[src/rtl/sm4_pkg.sv]
// Shared definitions for the SM4 output stage: block/beat widths and the
// serializer state encoding.
package sm4_pkg;
  localparam int SM4_BLK_W     = 128;
  localparam int AXIS_W        = 32;
  localparam int BEATS_PER_BLK = SM4_BLK_W / AXIS_W;
  localparam logic [1:0] LAST_BEAT = 2'(BEATS_PER_BLK - 1);

  typedef enum logic {
    IDLE = 1'b0,
    SEND = 1'b1
  } ser_state_e;
endpackage

[src/rtl/sm4_blk_fifo.sv]
// Synchronous block FIFO with first-word-fall-through read data.
// A push into a full FIFO is discarded even when a pop happens on the same edge.
module sm4_blk_fifo
  import sm4_pkg::*;
#(
  parameter int WIDTH = SM4_BLK_W,
  parameter int DEPTH = 8,
  localparam int AW = $clog2(DEPTH),
  localparam int CW = AW + 1
) (
  input  logic             clk,
  input  logic             rst_n,
  input  logic             push,
  input  logic             pop,
  input  logic [WIDTH-1:0] din,
  output logic [WIDTH-1:0] dout,
  output logic             empty,
  output logic             full,
  output logic [CW-1:0]    count
);

  logic [WIDTH-1:0] mem_r [DEPTH];
  logic [AW-1:0]    wr_ptr_r;
  logic [AW-1:0]    rd_ptr_r;
  logic [CW-1:0]    count_r;
  logic             push_ok_s;
  logic             pop_ok_s;

  assign empty     = (count_r == {CW{1'b0}});
  assign full      = (count_r == CW'(DEPTH));
  assign count     = count_r;
  assign dout      = mem_r[rd_ptr_r];
  assign push_ok_s = push & ~full;
  assign pop_ok_s  = pop & ~empty;

  // Storage array, written only on an accepted push.
  always_ff @(posedge clk) begin
    if (push_ok_s) begin
      mem_r[wr_ptr_r] <= din;
    end
  end

  // Pointers wrap naturally because DEPTH is a power of two.
  always_ff @(posedge clk or negedge rst_n) begin
    if (!rst_n) begin
      wr_ptr_r <= {AW{1'b0}};
      rd_ptr_r <= {AW{1'b0}};
      count_r  <= {CW{1'b0}};
    end else begin
      if (push_ok_s) begin
        wr_ptr_r <= wr_ptr_r + AW'(1'b1);
      end
      if (pop_ok_s) begin
        rd_ptr_r <= rd_ptr_r + AW'(1'b1);
      end
      case ({push_ok_s, pop_ok_s})
        2'b10:   count_r <= count_r + CW'(1'b1);
        2'b01:   count_r <= count_r - CW'(1'b1);
        default: count_r <= count_r;
      endcase
    end
  end

endmodule

[src/rtl/sm4_axis_master.sv]
// AXI4-Stream master for SM4 cipher blocks: buffers 128-bit blocks and emits
// each as four 32-bit beats, most-significant word first, TLAST on the fourth.
module sm4_axis_master
  import sm4_pkg::*;
#(
  parameter int FIFO_DEPTH = 8
) (
  input  logic                 M_AXIS_ACLK,
  input  logic                 M_AXIS_ARESETN,
  input  logic [SM4_BLK_W-1:0] data,
  input  logic                 datavalid,
  input  logic                 M_AXIS_TREADY,
  output logic                 M_AXIS_TVALID,
  output logic [AXIS_W-1:0]    M_AXIS_TDATA,
  output logic [3:0]           M_AXIS_TSTRB,
  output logic                 M_AXIS_TLAST
);

  localparam int CW = $clog2(FIFO_DEPTH) + 1;

  ser_state_e           state_r;
  ser_state_e           state_nxt_s;
  logic [1:0]           beat_r;
  logic [SM4_BLK_W-1:0] shift_r;
  logic                 tvalid_r;
  logic                 tlast_r;
  logic [3:0]           tstrb_r;

  logic [SM4_BLK_W-1:0] fifo_dout_s;
  logic                 fifo_empty_s;
  logic                 fifo_full_s;
  logic [CW-1:0]        fifo_count_s;
  logic                 push_s;
  logic                 pop_s;
  logic                 have_blk_s;
  logic                 load_s;
  logic                 advance_s;
  logic                 finish_s;

  assign push_s = datavalid & ~fifo_full_s;
  // Both FIFO status views must agree before a block is taken.
  assign have_blk_s = ~fifo_empty_s & (fifo_count_s != {CW{1'b0}});

  sm4_blk_fifo #(
    .WIDTH (SM4_BLK_W),
    .DEPTH (FIFO_DEPTH)
  ) u_fifo (
    .clk   (M_AXIS_ACLK),
    .rst_n (M_AXIS_ARESETN),
    .push  (push_s),
    .pop   (pop_s),
    .din   (data),
    .dout  (fifo_dout_s),
    .empty (fifo_empty_s),
    .full  (fifo_full_s),
    .count (fifo_count_s)
  );

  // Serializer next-state and FIFO pop decision.
  always_comb begin
    state_nxt_s = state_r;
    pop_s       = 1'b0;
    load_s      = 1'b0;
    advance_s   = 1'b0;
    finish_s    = 1'b0;
    case (state_r)
      IDLE: begin
        if (have_blk_s) begin
          pop_s       = 1'b1;
          load_s      = 1'b1;
          state_nxt_s = SEND;
        end else begin
          state_nxt_s = IDLE;
        end
      end
      SEND: begin
        if (!M_AXIS_TREADY) begin
          state_nxt_s = SEND;
        end else if (beat_r != LAST_BEAT) begin
          advance_s = 1'b1;
        end else if (have_blk_s) begin
          pop_s  = 1'b1;
          load_s = 1'b1;
        end else begin
          finish_s    = 1'b1;
          state_nxt_s = IDLE;
        end
      end
      default: begin
        state_nxt_s = IDLE;
      end
    endcase
  end

  // Serializer state, shift register and registered AXIS outputs.
  always_ff @(posedge M_AXIS_ACLK or negedge M_AXIS_ARESETN) begin
    if (!M_AXIS_ARESETN) begin
      state_r  <= IDLE;
      beat_r   <= 2'd0;
      shift_r  <= {SM4_BLK_W{1'b0}};
      tvalid_r <= 1'b0;
      tlast_r  <= 1'b0;
      tstrb_r  <= 4'h0;
    end else begin
      state_r <= state_nxt_s;
      if (load_s) begin
        shift_r  <= fifo_dout_s;
        beat_r   <= 2'd0;
        tvalid_r <= 1'b1;
        tlast_r  <= 1'b0;
        tstrb_r  <= 4'hF;
      end else if (advance_s) begin
        shift_r <= {shift_r[SM4_BLK_W-AXIS_W-1:0], {AXIS_W{1'b0}}};
        beat_r  <= beat_r + 2'd1;
        tlast_r <= ((beat_r + 2'd1) == LAST_BEAT);
      end else if (finish_s) begin
        shift_r  <= {SM4_BLK_W{1'b0}};
        beat_r   <= 2'd0;
        tvalid_r <= 1'b0;
        tlast_r  <= 1'b0;
        tstrb_r  <= 4'h0;
      end else begin
        shift_r <= shift_r;
      end
    end
  end

  assign M_AXIS_TVALID = tvalid_r;
  assign M_AXIS_TDATA  = shift_r[SM4_BLK_W-1 -: AXIS_W];
  assign M_AXIS_TSTRB  = tstrb_r;
  assign M_AXIS_TLAST  = tlast_r;

endmodule

[config.mk]
export PLATFORM = sky130hd
export DESIGN_NAME = sm4_axis_master
export DESIGN_NICKNAME = d
export VERILOG_FILES = /design/src/rtl/sm4_pkg.sv /design/src/rtl/sm4_blk_fifo.sv /design/src/rtl/sm4_axis_master.sv
export SDC_FILE = /design/constraint.sdc
export NUM_CORES = 1
export LEC_CHECK = 0
export BUFFER_PORTS_ARGS = -buffer_cell sky130_fd_sc_hd__buf_2
export CORE_ASPECT_RATIO = 0.9
export CORE_MARGIN = 2
export CORE_UTILIZATION = 54
export CTS_CLUSTER_DIAMETER = 150
export CTS_CLUSTER_SIZE = 14
export DETAILED_ROUTE_END_ITERATION = 12
export GPL_ROUTABILITY_DRIVEN = 0
export PLACE_DENSITY = 0.75
export SYNTH_ARGS = -nofsm -noshare
export SYNTH_HDL_FRONTEND = slang
export SYNTH_SLANG_ARGS = --single-unit
export TNS_END_PERCENT = 20
[constraint.sdc]
create_clock -name M_AXIS_ACLK -period 13.4 [get_ports M_AXIS_ACLK]
set_clock_uncertainty 0.15 [all_clocks]
set_input_delay 3.35 -clock M_AXIS_ACLK [delete_from_list [all_inputs] [get_ports M_AXIS_ACLK]]
set_output_delay 3.35 -clock M_AXIS_ACLK [all_outputs]
set_load 0.005 [all_outputs]
==> impl_metrics.tcl, run 1 <==
set metrics [dict create \
    clk_pin_slew_ps 70 \
    netlist_top_cells_count "edfxtp_1, mux4_2, dfrtp_1" \
    worst_pin_slew_ps 1172 \
    core-area_um2 80890 \
    yosys-top-cells-area "edfxtp_1, mux4_2, dfrtp_1" \
    cts-root-buf "clkbuf_16" \
    synth_seq_area_share_pct 78.03 \
    ios 170 \
    grt_usage_pct 22.76 \
    die_w_um 304.9 \
    finalSetupViolCount 0 \
    die_h_um 274.8 \
    p_leak_nw 16.17 \
    critPathLaunchType "input port" \
    insertion_delay_ps 660 \
    cp_max_fo 99 \
    die-area_um2 83770 \
    r2r_cells 11 \
    status "completed" \
    cts_tree "built" \
    drt-initial-drc-count 2375 \
    htreeDepth 3 \
    avgRoutedWirePerCell_um 28.38 \
    fin_crit_ps 6227 \
    crit_type "in -> reg" \
    grt_use_met1_pct 30.43 \
    setup_tns_ps 0 \
    syn_avg_cell_area_um2 21.69 \
    synth_most_common_cell "edfxtp_1" \
    dp.cells 3148 \
    layoutNonFillerInstCount 3330 \
    finalHoldViolCount 0 \
    drv_cap 0 \
    whs_path_depth 2 \
    fillerInstances 5521 \
    ys_async_sr_fraction_pct 12.25 \
    fin_crit_sh_pct 46.47 \
    min_from "shift_r[26]$_DFFE_PN0P_" \
    portBuffers 169 \
    relSlewSlack_pct 21.88 \
    final_max_slew_viol_count 0 \
    vias_per_cell 6.161 \
    ys_warn_count 0 \
    grt_pass1_wl_um 139100 \
    ys.flop_type "edfxtp_1" \
    gr-max-usage-layer "met2" \
    yosysUniqueCellTypes 33 \
    synth_edf_count 1024 \
    hold_class "reg -> reg" \
    cts_setup_buffers 0 \
    timing.rr.end "u_fifo.count[2]$_DFFE_PN0P_" \
    p_total_w 0.01003 \
    synthToLayoutAreaGrowth_pct 10.38 \
    grt_antenna_before_repair 26 \
    p_per_area_nw_per_um2 206.5 \
    routed_wirelength_um 94520 \
    grtUsageMet3_pct 7.103 \
    vias 20520 \
    gr-usage-met2_pct 36.73 \
    synth_top_area_share_pct 69.90 \
    peakVddDrop_mv 0.1559 \
    grt_pass1_vias 20750 \
    ys_ff_latch 1167 \
    min_to "shift_r[26]$_DFFE_PN0P_" \
    fin_nets 2322 \
    synth_nets 2167 \
    dp_hpwl_um 54530 \
    clk_path_buf_depth 3 \
    holdWs_ps 320.0 \
    synthCells 2028 \
    synth_top_area_cell "edfxtp_1" \
    rsz0062_at_grt "no" \
    post-route-drc-count 0 \
    numCtsBuffers 93 \
    start_util_pct 54.39 \
    rows 99 \
    crit_arrival_ps 6610 \
    drive_gt1_share_pct 25.82 \
    cts_sinks 1167 \
    endpoint_kind "register" \
    ant_nets 0 \
    grt_max_degree 136 \
    rrSetupSlack_ps 9180 \
    grt_overflow 0 \
    cp.required_ps 13780 \
    drt_pre_antenna_iters 6 \
    max_freq_mhz 160.6 \
    hold_buffers 0 \
    timing.rr.start "u_fifo.count[2]$_DFFE_PN0P_" \
    cts_resized 0 \
    syn-cell-area_um2 43990 \
]
==> placed cells by master (no fill, tap or decap), drive strengths merged, types with 2 or more instances in the layout <==
cell type and instances:
nor2 10, buf 207, nor3 3, clkinv 2, clkbuf 167, xor2 3
a21oi 4, nand2 80, diode 8, xnor2 5, a22oi 128, nor2b 3
o21ai 98, edfxtp 1024, inv 9, mux2i 97, ha 7, or2 2
dfrtp 143, mux4 256, nand2b 4
==> per-stage QoR <==
| step | instance area, µm² | worst slack, ps | util (%) |
|---|---|---|---|
| floorplan | 43990 | 149.2 | - |
| global placement | 45810 | 6804 | 56.63 |
| detailed placement | 45810 | 6746 | 56.63 |
| CTS | 48540 | 7391 | 60.01 |
| global route | 48550 | 6987 | 60.02 |
| finish | 48560 | 7173 | 60.03 |
==> logic make-up after synthesis <==
logic type,Yosys count,share of synthesized area (%)
AO/OA/AOI/OAI,235,3.441
XOR/XNOR,8,0.1593
adder cells (fa/ha/maj),7,0.1991
buffers and inverters,151,1.786
flip-flops,1167,78.03
multiplexers,354,15.37
AND/OR/NAND/NOR,106,1.015
==> where the power goes <==
| part | total, W | leakage [nW] | switching (W) | internal, W |
|---|---|---|---|---|
| clock network | 0.00253 | 1.29 | 0.00120 | 0.00133 |
| logic | 0.00244 | 3.69 | 0.00134 | 0.00110 |
| registers | 0.00505 | 11.2 | 0.000420 | 0.00463 |
==> worst max path at each step <==
| stage | cells past startpoint | startpoint | endpoint | slack [ps] |
|---|---|---|---|---|
| 3_3_place_gp | 12 | M_AXIS_TREADY | u_fifo.count[2]$_DFFE_PN0P_ | 6800 |
| 4_1_cts | 12 | M_AXIS_TREADY | u_fifo.count[2]$_DFFE_PN0P_ | 7390 |
| 3_5_place_dp | 12 | M_AXIS_TREADY | u_fifo.count[2]$_DFFE_PN0P_ | 6750 |
| 2_1_floorplan | 3 | datavalid | u_fifo.mem_r[0][0]$_DFFE_PP_ | 150 |
| 5_1_grt | 12 | M_AXIS_TREADY | u_fifo.count[2]$_DFFE_PN0P_ | 6990 |
| 6_report | 12 | M_AXIS_TREADY | u_fifo.count[2]$_DFFE_PN0P_ | 7170 |
==> state kept, by name, summed over array words and instances (netlist names) <==
register         cells
u_fifo.wr_ptr_r      3
M_AXIS_TLAST         1
u_fifo.rd_ptr_r      3
state_r              1
u_fifo.count         4
beat_r               2
u_fifo.mem_r      1024
M_AXIS_TSTRB         1
shift_r            128
==> layer usage <==
| metal | up-vias | part of all wire (%) |
|---|---|---|
| li1 | 8663 | - |
| met1 | 10850 | 38 |
| met2 | 821 | 50 |
| met3 | 147 | 9.3 |
| met4 | 30 | 2.5 |
| met5 | - | 0.19 |
==> area by class of cell <==
| cell class | count | area (µm²) | area share [%] |
|---|---|---|---|
| Inverter | 4 | 15.01 | 0.03092 |
| Antenna cell | 8 | 20.02 | 0.04123 |
| Multi-Input combinational cell | 710 | 8954 | 18.44 |
| Clock buffer | 167 | 2626 | 5.408 |
| Clock inverter | 7 | 103.9 | 0.2139 |
| Sequential cell | 1167 | 34340 | 70.72 |
| Tap cell | 1060 | 1326 | 2.731 |
| Timing Repair Buffer | 207 | 1175 | 2.419 |
==> worst max-delay path: stages <==
cell and delay, ps:
buf_2 130, a21boi_0 450, or2_4 210, buf_4 730, inv_1 280, ha_1 360
xor2_1 190, ha_1 200, a21oi_1 190, xor2_1 220, nor2_1 70, xor2_1 140
(Power assumes the default switching activity.)
==> inputs of run 2 (changes only) <==
--- a/config.mk
+++ b/config.mk
@@ -13,7 +13,7 @@
 export CTS_CLUSTER_SIZE = 14
 export DETAILED_ROUTE_END_ITERATION = 12
 export GPL_ROUTABILITY_DRIVEN = 0
-export PLACE_DENSITY = 0.75
+export PLACE_DENSITY = 0.78
 export SYNTH_ARGS = -nofsm -noshare
 export SYNTH_HDL_FRONTEND = slang
 export SYNTH_SLANG_ARGS = --single-unit
==> constraint.sdc (replaced) <==
create_clock -name M_AXIS_ACLK -period 5.6 [get_ports M_AXIS_ACLK]
set_clock_uncertainty 0.15 [all_clocks]
set_input_delay 1.4 -clock M_AXIS_ACLK [delete_from_list [all_inputs] [get_ports M_AXIS_ACLK]]
set_output_delay 1.4 -clock M_AXIS_ACLK [all_outputs]
set_load 0.005 [all_outputs]
==> run 2 against run 1 <==
Total power is 140% higher. Core utilization rose by 0.28 points. Non-clock buffer count rose by 8. First-iteration DRC count is 0.25% higher. Global-route usage up 0.29 points. Via count grew 2.5%. Final cell count is 0.15% higher. Combinational power up 140%. Sequential share of layout area decreased by 0.33 points. Sequential power up 140%. Die area unchanged. Flip-flop and latch count unchanged. Critical path type unchanged. Largest power group unchanged.
==> impl_metrics.tcl, run 2 (synthesis gave the netlist of run 1 again) <==
set metrics [dict create \
    status "completed" \
    clk_pin_slew_ps 70 \
    largest-register "u_fifo.mem_r" \
    clk_path_buf_depth 3 \
    fin_crit_sh_pct 55.42 \
    dpl_cell_area_um2 46060 \
    grt_overflow 0 \
    avgRoutedWirePerCell_um 28.91 \
    synthToLayoutAreaGrowth_pct 10.89 \
    ios 170 \
    rsz0062_at_grt "no" \
    vias_per_cell 6.304 \
    crit_path_start "datavalid" \
    p_leak_nw 16.26 \
    core-area_um2 80890 \
    grt_antenna_before_repair 28 \
    relSlewSlack_pct 25.64 \
    cp.required_ps 5770 \
    rows 99 \
    rrSetupSlack_ps 2540 \
    final_cell_mix "edfxtp_1, mux4_2, buf_2" \
    min_from "shift_r[1]$_DFFE_PN0P_" \
    start_util_pct 54.39 \
    seq_area_um2 34340 \
    hold_class "reg -> reg" \
    cts-root-buf "clkbuf_16" \
    endpoint_kind "register" \
    cts_setup_buffers 0 \
    max_freq_mhz 322.2 \
    cts_tree "built" \
    critPathLaunchType "input port" \
    p_total_w 0.02417 \
    grt_pass1_wl_um 140800 \
    final_common_cell "edfxtp_1" \
    multi_input_area_um2 8966 \
    final_max_slew_viol_count 0 \
    grt_max_degree 132 \
    grt_usage_pct 23.05 \
    cp_max_fo 22 \
    die_w_um 304.9 \
    crit_type "in -> reg" \
    largest_reg_flops 1024 \
    post-route-drc-count 0 \
    drive_gt1_share_pct 26.08 \
    p_per_area_nw_per_um2 495.4 \
    cts_resized 0 \
    drt-initial-drc-count 2381 \
    drv_cap 0 \
    timing.rr.start "u_fifo.rd_ptr_r[2]$_DFFE_PN0P_" \
    grt_pass1_vias 21210 \
    dp_hpwl_um 55570 \
    numCtsBuffers 93 \
    fin_crit_ps 3103 \
    drt_pre_antenna_iters 5 \
    routed_wirelength_um 96410 \
    vias 21030 \
    peakVddDrop_mv 0.3220 \
    portBuffers 169 \
    ant_nets 0 \
    worst_pin_slew_ps 1115 \
    insertion_delay_ps 670 \
    cts_sinks 1167 \
    die_h_um 274.8 \
    crit_arrival_ps 3270 \
    stdcell_area_um2 48780 \
    finalSetupViolCount 0 \
    die-area_um2 83770 \
    finalHoldViolCount 0 \
    hold_buffers 0 \
    htreeDepth 3 \
    setup_tns_ps 0 \
    fillerInstances 5467 \
    fin_nets 2330 \
]
==> run 2: area by class of cell <==
| cell class | instances | share of cell area (%) |
|---|---|---|
| repair buffers | 215 | 2.890 |
| clock inverters | 8 | 0.2334 |
| inverters | 4 | 0.03078 |
| well taps | 1060 | 2.719 |
| multi-input cells | 710 | 18.38 |
| clock buffers | 166 | 5.332 |
| diodes | 5 | 0.02565 |
| flip-flops and latches | 1167 | 70.39 |
==> run 2: layer usage <==
layer,vias to the layer above,part of all wire (%),global-route usage [%]
met4,34,2.1,5.576
li1,8684,-,-
met5,-,0.22,0
met3,179,10,7.326
met1,11140,37,30.48
met2,985,50,37.81
==> run 2: power breakdown <==
part,switching [W],internal [W],leakage [nW],total [W]
registers,0.00115,0.0111,11.2,0.0122
clock network,0.00290,0.00316,1.28,0.00606
logic,0.00316,0.00272,3.78,0.00588
==> run 2: path summary, 6_finish.rpt <==
kind	endpoint	cells after the start
setup / recovery	u_fifo.mem_r[3][89]$_DFFE_PP_	5
hold / removal	shift_r[1]$_DFFE_PN0P_	2
setup reg to reg	shift_r[48]$_DFFE_PN0P_	4
hold reg to reg	shift_r[1]$_DFFE_PN0P_	2
max in group asynchronous	u_fifo.rd_ptr_r[2]$_DFFE_PN0P_	2
min in group asynchronous	shift_r[11]$_DFFE_PN0P_	1
==> run 2: critical path, cell delays in order <==
cell and delay, ps:
buf_2 110, o41a_1 270, nand2_1 290, nor2_4 700, buf_4 470
==> run 2: per-stage QoR <==
stage | utilization, % | hold WS [ps] | worst slack, ps | cells
floorplan | - | 289.6 | -156.6 | 2028
global placement | 56.94 | 305.7 | 1814 | 3156
detailed placement | 56.94 | 307.2 | 1836 | 3156
CTS | 60.30 | 320.3 | 2456 | 3330
global route | 60.30 | 337.3 | 2356 | 3332
finish | 60.31 | 318.1 | 2497 | 3335
==> inputs of run 3 (changes only) <==
--- a/config.mk
+++ b/config.mk
@@ -13,7 +13,7 @@
 export CTS_CLUSTER_SIZE = 14
 export DETAILED_ROUTE_END_ITERATION = 12
 export GPL_ROUTABILITY_DRIVEN = 0
-export PLACE_DENSITY = 0.78
+export PLACE_DENSITY = 0.75
 export SYNTH_ARGS = -nofsm -noshare
 export SYNTH_HDL_FRONTEND = slang
 export SYNTH_SLANG_ARGS = --single-unit
==> constraint.sdc (replaced) <==
create_clock -name M_AXIS_ACLK -period 3.2 [get_ports M_AXIS_ACLK]
set_clock_uncertainty 0.15 [all_clocks]
set_input_delay 0.8 -clock M_AXIS_ACLK [delete_from_list [all_inputs] [get_ports M_AXIS_ACLK]]
set_output_delay 0.8 -clock M_AXIS_ACLK [all_outputs]
set_load 0.005 [all_outputs]
==> run 3 against run 2 <==
Hold slack worse by 72 ps. Via count is 1.1% lower. Critical endpoint is now u_fifo.count[2]$_DFFE_PN0P_. Sequential share of layout area shrank 0.43 points. Critical path type is now reg -> reg. Register-to-register slack lost 2000 ps. Non-clock buffer count grew 14.
==> impl_metrics.tcl, run 3 (synthesis gave the netlist of run 1 again) <==
set metrics [dict create \
    htreeDepth 3 \
    die-area_um2 83770 \
    relSlewSlack_pct 30.69 \
    final_common_cell "edfxtp_1" \
    clk_pin_slew_ps 70 \
    die_w_um 304.9 \
    drt-initial-drc-count 2267 \
    finalSetupViolCount 0 \
    crit_type "reg -> reg" \
    finalHoldViolCount 0 \
    critPathBufInv 1 \
    drt_pre_antenna_iters 5 \
    die_h_um 274.8 \
    insertion_delay_ps 660 \
    critPathTopFamily "adder cells" \
    dpl_cell_area_um2 46350 \
    holdWs_ps 246.2 \
    rows 99 \
    stdcell_area_um2 49080 \
    critical-path-slowest-cell "dfrtp_1" \
    max_freq_mhz 373.3 \
    rsz0062_at_grt "no" \
    grt_usage_pct 22.82 \
    fin_crit_ps 2679 \
    cp.required_ps 3570 \
    vias_per_cell 6.220 \
    largest-register "u_fifo.mem_r" \
    p_leak_nw 16.38 \
    portBuffers 169 \
    grt_overflow 0 \
    grt_pass1_wl_um 140000 \
    ios 170 \
    largest_reg_flops 1024 \
    fin_nets 2344 \
    ant_nets 0 \
    routed_wirelength_um 94680 \
    cts_resized 0 \
    vias 20800 \
    cp_slowest_stage_delay_ps 400 \
    grt_max_degree 132 \
    clk_path_buf_depth 3 \
    cts_tree "built" \
    grt_antenna_before_repair 31 \
    status "completed" \
    post-route-drc-count 0 \
    cp_max_fo 4 \
    p_per_area_nw_per_um2 863.0 \
    core-area_um2 80890 \
    final_cell_mix "edfxtp_1, mux4_2, buf_2" \
    p_total_w 0.04236 \
    cts_sinks 1167 \
    avgRoutedWirePerCell_um 28.31 \
    drive_gt1_share_pct 26.67 \
    fin_crit_sh_pct 83.72 \
    hold_class "in -> reg" \
    start_util_pct 54.39 \
    cts_setup_buffers 0 \
    final_max_slew_viol_count 0 \
    crit_arrival_ps 3050 \
    critPathLaunchType "register" \
    drv_cap 0 \
    synthToLayoutAreaGrowth_pct 11.58 \
    peakVddDrop_mv 0.6241 \
    worst_pin_slew_ps 1040 \
    numCtsBuffers 93 \
    endpoint_kind "register" \
    cts-root-buf "clkbuf_16" \
    dp_hpwl_um 55800 \
    crit_chain "ha_1, a21boi_0, or2_4, inv_1, ha_1, xor2_1, ha_1, a21oi_1, xor2_1, nor2_1, xor2_1" \
    grt_pass1_vias 21080 \
]
[run 3: cell types whose count changed in the layout (fill, tap and decap cells not counted)]
cell,previous run,this run
diode_2,5,8
nand2b_2,0,1
clkinv_16,0,1
buf_4,29,27
dlygate4sd3_1,0,1
nand2_1,80,79
clkbuf_16,93,94
buf_12,17,32
clkbuf_1,73,65
clkinv_8,4,2
nand2_2,0,1
nand2b_1,4,3
[run 3: per-layer routing]
| metal | vias to the layer above | share of wire, % | track usage (%) |
|---|---|---|---|
| li1 | 8722 | - | - |
| met1 | 10960 | 38 | 30.96 |
| met2 | 889 | 50 | 37.23 |
| met3 | 195 | 8.9 | 5.508 |
| met4 | 34 | 3.0 | 7.152 |
| met5 | - | 0.24 | 0 |
[run 3: path summary, 6_finish.rpt]
| path | startpoint | endpoint | slack, ps | cells after the start |
|---|---|---|---|---|
| min | data[112] | u_fifo.mem_r[6][112]$_DFFE_PP_ | 250 | 1 |
| max in group asynchronous | M_AXIS_ARESETN | shift_r[43]$_DFFE_PN0P_ | 1500 | 3 |
| min reg2reg | shift_r[3]$_DFFE_PN0P_ | shift_r[3]$_DFFE_PN0P_ | 330 | 2 |
| max reg2reg | beat_r[0]$_DFFE_PN0P_ | u_fifo.count[2]$_DFFE_PN0P_ | 520 | 11 |
| min in group asynchronous | M_AXIS_ARESETN | shift_r[24]$_DFFE_PN0P_ | 590 | 2 |
| max | beat_r[0]$_DFFE_PN0P_ | u_fifo.count[2]$_DFFE_PN0P_ | 520 | 11 |
[run 3: timing repair]
action | CTS | global route
endpoints found under the setup margin | 0 | 0
hold buffers | 1 | 0
endpoints found under the hold margin | 46 | 0
[run 3: final cells by class]
class	count	area (µm²)
antenna	8	20.02
clock buffer	159	2596
clock inverter	7	111.4
fill	5443	31800
inverter	4	15.01
multi-input combinational	710	8971
sequential	1167	34340
tap	1060	1326
timing repair buffer	229	1705
[run 3: power breakdown]
part	switching, W	internal, W
registers	0.00164	0.0194
clock network	0.00505	0.00554
logic	0.00580	0.00495
total	0.0125	0.0299
[run 3: through the flow]
stage | worst slack, ps | utilization (%) | std cells | setup TNS, ps
3_5_place_dp | 288.8 | 57.30 | 3169 | 0
3_3_place_gp | 277.1 | 57.30 | 3169 | 0
4_1_cts | 507.5 | 60.66 | 3336 | 0
2_1_floorplan | -1729 | - | 2028 | -839640
5_1_grt | 252.9 | 60.67 | 3340 | 0
6_report | 521.0 | 60.68 | 3344 | 0
[run 3: worst register-to-register path, cell delays in order, from the launching register on]
cell	delay, ps
dfrtp_1	400
ha_1	270
a21boi_0	250
or2_4	160
inv_1	70
ha_1	280
xor2_1	190
ha_1	190
a21oi_1	180
xor2_1	190
nor2_1	80
xor2_1	140
